[src/rtl/dcmac_0_ts_ctx_accum.sv]
// Per-channel signed context accumulator with read-modify-write through an
// external registered-read context memory; 2-cycle accept-to-result latency.
module dcmac_0_ts_ctx_accum #(
  parameter  int NUM_ID = 6,
  parameter  int DW     = 32,
  parameter  int SAT    = 1,
  localparam int ID_W   = (NUM_ID == 1) ? 1 : $clog2(NUM_ID)
) (
  input  logic            clk,
  input  logic            rst,
  input  logic            i_vld,
  output logic            o_rdy,
  input  logic [ID_W-1:0] i_id,
  input  logic [DW-1:0]   i_delta,
  input  logic            i_clr,
  output logic [ID_W-1:0] o_mem_rd_id,
  output logic            o_mem_ena,
  output logic [DW-1:0]   o_mem_dat,
  output logic            o_mem_rd_during_wr,
  input  logic [DW-1:0]   i_mem_dat,
  input  logic            i_mem_init,
  output logic            o_vld,
  output logic [ID_W-1:0] o_id,
  output logic [DW-1:0]   o_sum,
  output logic            o_ovf,
  output logic [15:0]     o_ovf_cnt
);

  logic [1:0]      guard_q;
  logic            accept;
  logic            p1_vld_q;
  logic [ID_W-1:0] p1_id_q;
  logic [DW-1:0]   p1_delta_q;
  logic            p1_clr_q;
  logic [DW:0]     sum_ext;
  logic            add_ovf;
  logic [DW-1:0]   new_d;
  logic            ovf_d;

  // Guard also covers the memory's trailing init write after i_mem_init drops.
  always_ff @(posedge clk or posedge rst) begin
    if (rst) begin
      guard_q <= 2'd2;
    end else if (i_mem_init) begin
      guard_q <= 2'd2;
    end else if (guard_q != '0) begin
      guard_q <= guard_q - 2'd1;
    end
  end

  assign o_rdy  = (guard_q == '0) && !i_mem_init && !rst;
  assign accept = i_vld && o_rdy;

  assign o_mem_rd_id        = i_id;
  assign o_mem_rd_during_wr = accept && p1_vld_q && (i_id == p1_id_q);

  always_ff @(posedge clk or posedge rst) begin
    if (rst) begin
      p1_vld_q   <= 1'b0;
      p1_id_q    <= '0;
      p1_delta_q <= '0;
      p1_clr_q   <= 1'b0;
    end else begin
      p1_vld_q <= accept;
      if (accept) begin
        p1_id_q    <= i_id;
        p1_delta_q <= i_delta;
        p1_clr_q   <= i_clr;
      end
    end
  end

  assign sum_ext = {i_mem_dat[DW-1], i_mem_dat} + {p1_delta_q[DW-1], p1_delta_q};
  assign add_ovf = sum_ext[DW] ^ sum_ext[DW-1];

  always_comb begin
    new_d = sum_ext[DW-1:0];
    ovf_d = 1'b0;
    if (p1_clr_q) begin
      new_d = p1_delta_q;
    end else begin
      ovf_d = add_ovf;
      // Sign of the true (DW+1-bit) result selects the clamp direction.
      if (add_ovf && (SAT != 0)) begin
        new_d = sum_ext[DW] ? {1'b1, {(DW-1){1'b0}}} : {1'b0, {(DW-1){1'b1}}};
      end
    end
  end

  assign o_mem_ena = p1_vld_q;
  assign o_mem_dat = new_d;

  always_ff @(posedge clk or posedge rst) begin
    if (rst) begin
      o_vld     <= 1'b0;
      o_id      <= '0;
      o_sum     <= '0;
      o_ovf     <= 1'b0;
      o_ovf_cnt <= '0;
    end else begin
      o_vld <= p1_vld_q;
      o_ovf <= p1_vld_q && ovf_d;
      if (p1_vld_q) begin
        o_id  <= p1_id_q;
        o_sum <= new_d;
      end
      if (o_ovf && (o_ovf_cnt != '1)) begin
        o_ovf_cnt <= o_ovf_cnt + 16'd1;
      end
    end
  end

endmodule

[config.mk]
export PLATFORM = sky130hd
export DESIGN_NAME = dcmac_0_ts_ctx_accum
export DESIGN_NICKNAME = d
export VERILOG_FILES = /design/src/rtl/dcmac_0_ts_ctx_accum.sv
export SDC_FILE = /design/constraint.sdc
export NUM_CORES = 1
export LEC_CHECK = 0
export CAP_MARGIN = 20
export CORE_MARGIN = 2
export CORE_UTILIZATION = 50
export DETAILED_ROUTE_END_ITERATION = 8
export PLACE_DENSITY = 0.82
export SYNTH_ARGS = -nofsm -noshare
export SYNTH_HDL_FRONTEND = slang
export SYNTH_SLANG_ARGS = --single-unit
[constraint.sdc]
create_clock -name clk -period 11.4 [get_ports clk]
set_input_delay 2.28 -clock clk [delete_from_list [all_inputs] [get_ports clk]]
set_output_delay 2.28 -clock clk [all_outputs]
set_load 0.02 [all_outputs]
==> results of run 1 <==
## path summary, 6_finish.rpt
| check | startpoint | to | depth (start not counted) |
|---|---|---|---|
| worst max-delay path | i_mem_dat[0] | o_mem_dat[14] | 14 |
| worst min-delay path | o_ovf_cnt[14] | o_ovf_cnt[14] | 1 |
| worst max register to register | p1_delta_q[0] | o_sum[22] | 12 |
| worst min register to register | o_ovf_cnt[14] | o_ovf_cnt[14] | 1 |
| max in group asynchronous | rst | p1_delta_q[21] | 3 |
| min in group asynchronous | rst | p1_delta_q[5] | 2 |
## metal layers
metal / track usage (%) / share of wire [%] / vias up
li1: - / - / 2639
met1: 35.8 / 43 / 2729
met2: 45.9 / 49 / 205
met3: 3.85 / 5.2 / 25
met4: 9.08 / 1.9 / 0
met5: 0 / 0 / -
## critical path, cell delays in order
cell	delay [ns]
sky130_fd_sc_hd__clkdlybuf4s50_1	0.46
sky130_fd_sc_hd__ha_1	0.22
sky130_fd_sc_hd__inv_1	0.08
sky130_fd_sc_hd__fa_1	0.42
sky130_fd_sc_hd__nor2b_1	0.17
sky130_fd_sc_hd__o31a_1	0.19
sky130_fd_sc_hd__o21ai_0	0.20
sky130_fd_sc_hd__o21ai_2	0.36
sky130_fd_sc_hd__a21oi_4	0.14
sky130_fd_sc_hd__nor4_4	0.77
sky130_fd_sc_hd__or2_2	0.32
sky130_fd_sc_hd__o21ai_0	0.14
sky130_fd_sc_hd__o21ai_0	0.19
sky130_fd_sc_hd__clkdlybuf4s50_1	0.65
## where the power goes
part | internal, uW | switching, uW
Sequential | 452 | 109
Combinational | 804 | 1000
Clock | 172 | 140
Total | 1430 | 1250
## metrics by stage
stage / worst slack, ns / total power, uW / util, % / hold WS (ns) / cell area [um2]
global placement: 2.76 / 2300 / 65.4 / 0.474 / 7890
floorplan: 4.10 / 1690 / - / 0.505 / 6200
finish: 2.52 / 2680 / 68.2 / 0.492 / 8220
detailed placement: 2.61 / 2340 / 65.6 / 0.481 / 7910
global route: 2.25 / 2840 / 68.2 / 0.512 / 8220
CTS: 2.59 / 2660 / 68.1 / 0.494 / 8210
## cell usage after synthesis (all sizes together), types with 9 or more instances
| library cell | number | area [um2] |
|---|---|---|
| dfrtp | 91 | 2280 |
| mux2 | 58 | 653 |
| nand2 | 52 | 198 |
| a21oi | 41 | 220 |
| o21ai | 40 | 204 |
| nor2 | 39 | 146 |
| ha | 34 | 425 |
| xnor2 | 26 | 228 |
| clkbuf | 24 | 93.8 |
| inv | 22 | 82.6 |
| nor3 | 22 | 120 |
| xor2 | 20 | 175 |
| o31ai | 18 | 180 |
| a21o | 16 | 120 |
| nand3 | 16 | 80.1 |
| buf | 13 | 80.1 |
| nand4 | 11 | 68.8 |
| o211ai | 9 | 72.6 |
## kinds of logic (layout without fill, tap and decap cells)
group / Yosys count / in the layout / share of synthesized area [%]
fa+ha+maj: 35 / 35 / 7.18
buf+inv: 59 / 205 / 4.14
mux: 60 / 60 / 10.9
xor+xnor: 46 / 46 / 6.50
simple gates: 173 / 173 / 13.6
compound gates: 181 / 181 / 20.6
flops: 92 / 92 / 37.1
## flip-flops by register name, indices dropped and copies added, names as in the netlist
| register | cells |
|---|---|
| o_ovf_cnt | 16 |
| o_vld | 1 |
| o_id | 3 |
| p1_delta_q | 32 |
| o_ovf | 1 |
| o_sum | 32 |
| o_mem_ena | 1 |
| p1_id_q | 3 |
| guard_q | 2 |
| p1_clr_q | 1 |
## final cells by class
cell class                 instances  area, um2  area share (%)
clock inverter                     6       70.1           0.852
inverter                          22       85.1            1.03
clock buffer                      10        229            2.78
timing repair buffer             167       1680            20.5
tap                              168        210            2.56
sequential                        92       2300            28.0
multi-input combinational        495       3640            44.3
==> run metrics, run 1 <==
average cell area after synthesis=9.60 um2; most instantiated flip-flop cell in the synthesis netlist=sky130_fd_sc_hd__dfrtp_1; actual transition at the worst max-transition pin=1.00 ns; count of buffers inserted at the top-level ports=162; global-route wire length before repair=28.3 mm; maximum clock path buffer count=2; biggest fanout along the worst timing path=17; CP arrival=6.60 ns; worst reg-to-reg setup slack=7.59 ns; cts repair resizes=0; gr ovfl total=0; TritonCTS clock tree=done; clock root cell=sky130_fd_sc_hd__clkbuf_16; Fmax=113 MHz; maximum number of pins on one net before global-route repair=57; most frequent cells in the layout=162 x sky130_fd_sc_hd__clkdlybuf4s50_1, 91 x sky130_fd_sc_hd__dfrtp_1, 58 x sky130_fd_sc_hd__mux2_2, 51 x sky130_fd_sc_hd__nand2_1; Setup violations, final=0; number of filler cells placed in the layout=931; area added between synthesis and finish=32.6%; leakage component of the power=0.00355 uW; total via count after detailed routing=5598; crit start category=input port; number of global-route vias before repair=5597; pwr dens=326 nW/um2; type of the tightest min-delay check=reg2reg; crit end category=primary output; number of nets produced by synthesis=753; average vias per placed instance=5.83; core region area=12100 um2; RSZ-0062 raised after global routing=no; initial antenna violation count=0; first-pass iteration count of the detailed router=5; final critical delay including setup and external delays=8.88 ns; clock sink count=92; Antenna Cells=0; area of the mapped netlist=6200 um2; sum of negative setup slack=0 ns; sequential share of the synthesized area=37.1%; number of library cell types mapped by synthesis=68; die width=115 um; detailed router's first-iteration violation count=383; worst max-slew margin expressed relative to the limit=32.7%; routed length per instance=18.7 um; Final Hold Violating Endpoints=0; post-detailed-route count of antenna-violating nets=0; Placer Congestion=0.898; final count of pins violating max slew=0; starting density of the core=51.4%; Post-synth EDFFs=0; leading cell type in the layout, fill and taps excluded=sky130_fd_sc_hd__clkdlybuf4s50_1; half-perimeter wire length of the detailed placement result=13.5 mm; final net count=894; number of CTS-inserted buffers=9; total DRC errors in the routed layout=0; Total Die Area=13300 um2; WS Path Type=in2out; I/O Pins=163; number of placement rows=40; Period Utilization, post-route=77.9%; layout cell share with drive strength beyond 1=13.5%; required time of the critical path=9.12 ns; final instance count without filler cells=960; DP Cell Count=943; Peak supply drop=0.000226 V; Post-Syn Instances=646; final wirelength=18.0 mm; H-tree depth reported by CTS=3; overall global routing resource usage=27.1%; Synth Register Bits=92; number of warnings printed during yosys synthesis=0; clock insertion delay at the later pin of the skew report=0.35 ns; run status=completed; y dimension of the die=115 um; clock input transition at the sequential cells of the worst setup and hold paths=0.07 ns; async set-reset flop share out of synthesis=100%; Hold-fix buffers, CTS=0; max-capacitance violation count=0; largest clock skew in the final design=0.00893 ns; Post-CTS Setup Repair Bufs=0
Power figures use the tool's default switching activity.
==> run 2, diff against run 1 <==
- clock period: 11.4 -> 8.4 ns (I/O delays scaled with it)
==> run metrics, run 2 (synthesis results as in run 1) <==
run status=completed; cell with the largest stage delay on the worst path=sky130_fd_sc_hd__clkdlybuf4s50_1; depth of the critical timing path with buffers and inverters included=12; maximum number of pins on one net before global-route repair=55; half-perimeter wire length of the detailed placement result=13.3 mm; gr ovfl total=0; CP arrival=5.80 ns; Final Hold Violating Endpoints=0; initial antenna violation count=0; global-route wire length before repair=27.9 mm; crit end category=primary output; core region area=12100 um2; total DRC errors in the routed layout=0; Reg2Reg Launch Point=p1_delta_q[14]; crit start category=input port; Peak supply drop=0.000267 V; post-route setup slack=0.922 ns; leading cell type in the layout, fill and taps excluded=sky130_fd_sc_hd__clkdlybuf4s50_1; end of the critical path=o_mem_dat[9]; most frequent cells in the layout=162 x sky130_fd_sc_hd__clkdlybuf4s50_1, 91 x sky130_fd_sc_hd__dfrtp_1, 58 x sky130_fd_sc_hd__mux2_2, 51 x sky130_fd_sc_hd__nand2_1; total via count after detailed routing=5552; CP most frequent cell=sky130_fd_sc_hd__o21ai_0; Placer Congestion=0.931; number of filler cells placed in the layout=944; clock sink count=92; max incr delay on CP=0.54 ns; first-pass iteration count of the detailed router=5; y dimension of the die=115 um; leakage component of the power=0.00356 uW; worst-case reg-to-reg path depth=10; Final Core Density=68.2%; routed length per instance=18.3 um; I/O Pins=163; layout cell share with drive strength beyond 1=13.7%; sum of negative setup slack=0 ns; maximum clock path buffer count=2; cell-by-cell trace of the critical path=clkdlybuf4s50_1 -> ha_1 -> a21oi_1 -> o21ai_0 -> a211oi_2 -> o22ai_1 -> o21ai_0 -> nand3_1 -> nand2_2 -> o21ai_0 -> mux2_2 -> clkdlybuf4s50_1; final count of pins violating max slew=0; number of CTS-inserted buffers=9; final net count=895; number of buffer and inverter instances along the worst setup path=2; WS Path Type=in2out; beginning of the critical path=i_mem_dat[14]; number of placement rows=40; clock root cell=sky130_fd_sc_hd__clkbuf_16; worst max-slew margin expressed relative to the limit=54.9%; clock input transition at the sequential cells of the worst setup and hold paths=0.07 ns; max-capacitance violation count=0; min-delay src=o_sum[26]; worst reg-to-reg setup slack=4.68 ns; biggest fanout along the worst timing path=17; area added between synthesis and finish=32.6%; pwr dens=441 nW/um2; Total Die Area=13300 um2; cts repair resizes=0; post-detailed-route count of antenna-violating nets=0; starting density of the core=51.4%; clock insertion delay at the later pin of the skew report=0.36 ns; Period Utilization, post-route=89.0%; overall global routing resource usage=26.8%; capture instance of the worst register-to-register path=o_sum[9]; RSZ-0062 raised after global routing=no; required time of the critical path=6.72 ns; detailed router's first-iteration violation count=523; area of the multi-input gates=3640 um2; actual transition at the worst max-transition pin=0.669 ns; average vias per placed instance=5.78; H-tree depth reported by CTS=3; number of global-route vias before repair=5558; Hold-fix buffers, CTS=0; largest clock skew in the final design=0.0107 ns; Setup violations, final=0; count of buffers inserted at the top-level ports=162; Fmax=134 MHz; Post-CTS Setup Repair Bufs=0; Top Family by Delay on Critical Path=compound AO/OA/AOI/OAI gates; worst slack at placement=1.03 ns; storage element area=2300 um2; die width=115 um; Final Hold Slack=0.495 ns; TritonCTS clock tree=done; type of the tightest min-delay check=reg2reg; final wirelength=17.6 mm; largest registers=o_sum (32), p1_delta_q (32), o_ovf_cnt (16); Antenna Cells=0; final critical delay including setup and external delays=7.48 ns
## run 2: cell count changes in the layout (fill, tap and decap cells not counted)
cell	delta
sky130_fd_sc_hd__buf_16	-1
sky130_fd_sc_hd__clkinv_4	+2
sky130_fd_sc_hd__inv_6	+1
sky130_fd_sc_hd__clkinv_2	-1
sky130_fd_sc_hd__clkinvlp_4	-2
sky130_fd_sc_hd__clkbuf_1	-1
sky130_fd_sc_hd__buf_4	+3
sky130_fd_sc_hd__clkinv_8	+1
sky130_fd_sc_hd__buf_6	-1
## run 2: layout make-up
class | instances | share of cell area [%]
Clock buffer | 9 | 2.74
Clock inverter | 7 | 1.13
Inverter | 22 | 1.03
Multi-Input combinational cell | 495 | 44.3
Sequential cell | 92 | 28.0
Tap cell | 168 | 2.56
Timing Repair Buffer | 168 | 20.3
## run 2: metal layers
| layer | part of all wire, % | track usage [%] | routed length, um | vias to the layer above |
|---|---|---|---|---|
| li1 | - | - | - | 2652 |
| met1 | 44 | 34.7 | 7640 | 2672 |
| met2 | 49 | 45.4 | 8580 | 197 |
| met3 | 5.5 | 4.11 | 970 | 31 |
| met4 | 2.1 | 9.96 | 364 | 0 |
| met5 | 0 | 0 | 0 | - |
## run 2: stage by stage
stage	instance area (um2)	cells	power, uW
finish	8230	961	3630
floorplan	6200	646	2300
CTS	8230	961	3620
detailed placement	7910	945	3170
global route	8230	961	3870
global placement	7910	945	3130
## run 2: worst reg2reg max path: cells and delay by family, from the launching register on
kind	cells	cell delay, ns
AO/OA/AOI/OAI	7	2.07
adder cells (fa/ha/maj)	1	0.37
flip-flops	1	0.44
AND/OR/NAND/NOR	2	0.72
## run 2: where the power goes
| part | leakage, uW | internal [uW] | switching [uW] |
|---|---|---|---|
| combinational | 0.00223 | 1090 | 1340 |
| clock | 0.000155 | 239 | 202 |
| sequential | 0.00118 | 613 | 143 |
| total | 0.00356 | 1940 | 1690 |
## run 2: worst min path at each step
stage                            end  slack, ns  depth (start not counted)
final                      o_sum[26]       0.49                          1
after floorplan           guard_q[0]       0.50                          2
after detailed placement   o_sum[26]       0.48                          1
after global placement     o_sum[28]       0.47                          1
after global routing       o_sum[26]       0.52                          1
after CTS                  o_sum[26]       0.50                          1
==> run 3, diff against run 2 <==
- CAP_MARGIN: 20 -> 40
==> results of run 3 <==
No change in the layout: final DEF, timing and power equal those of run 2.
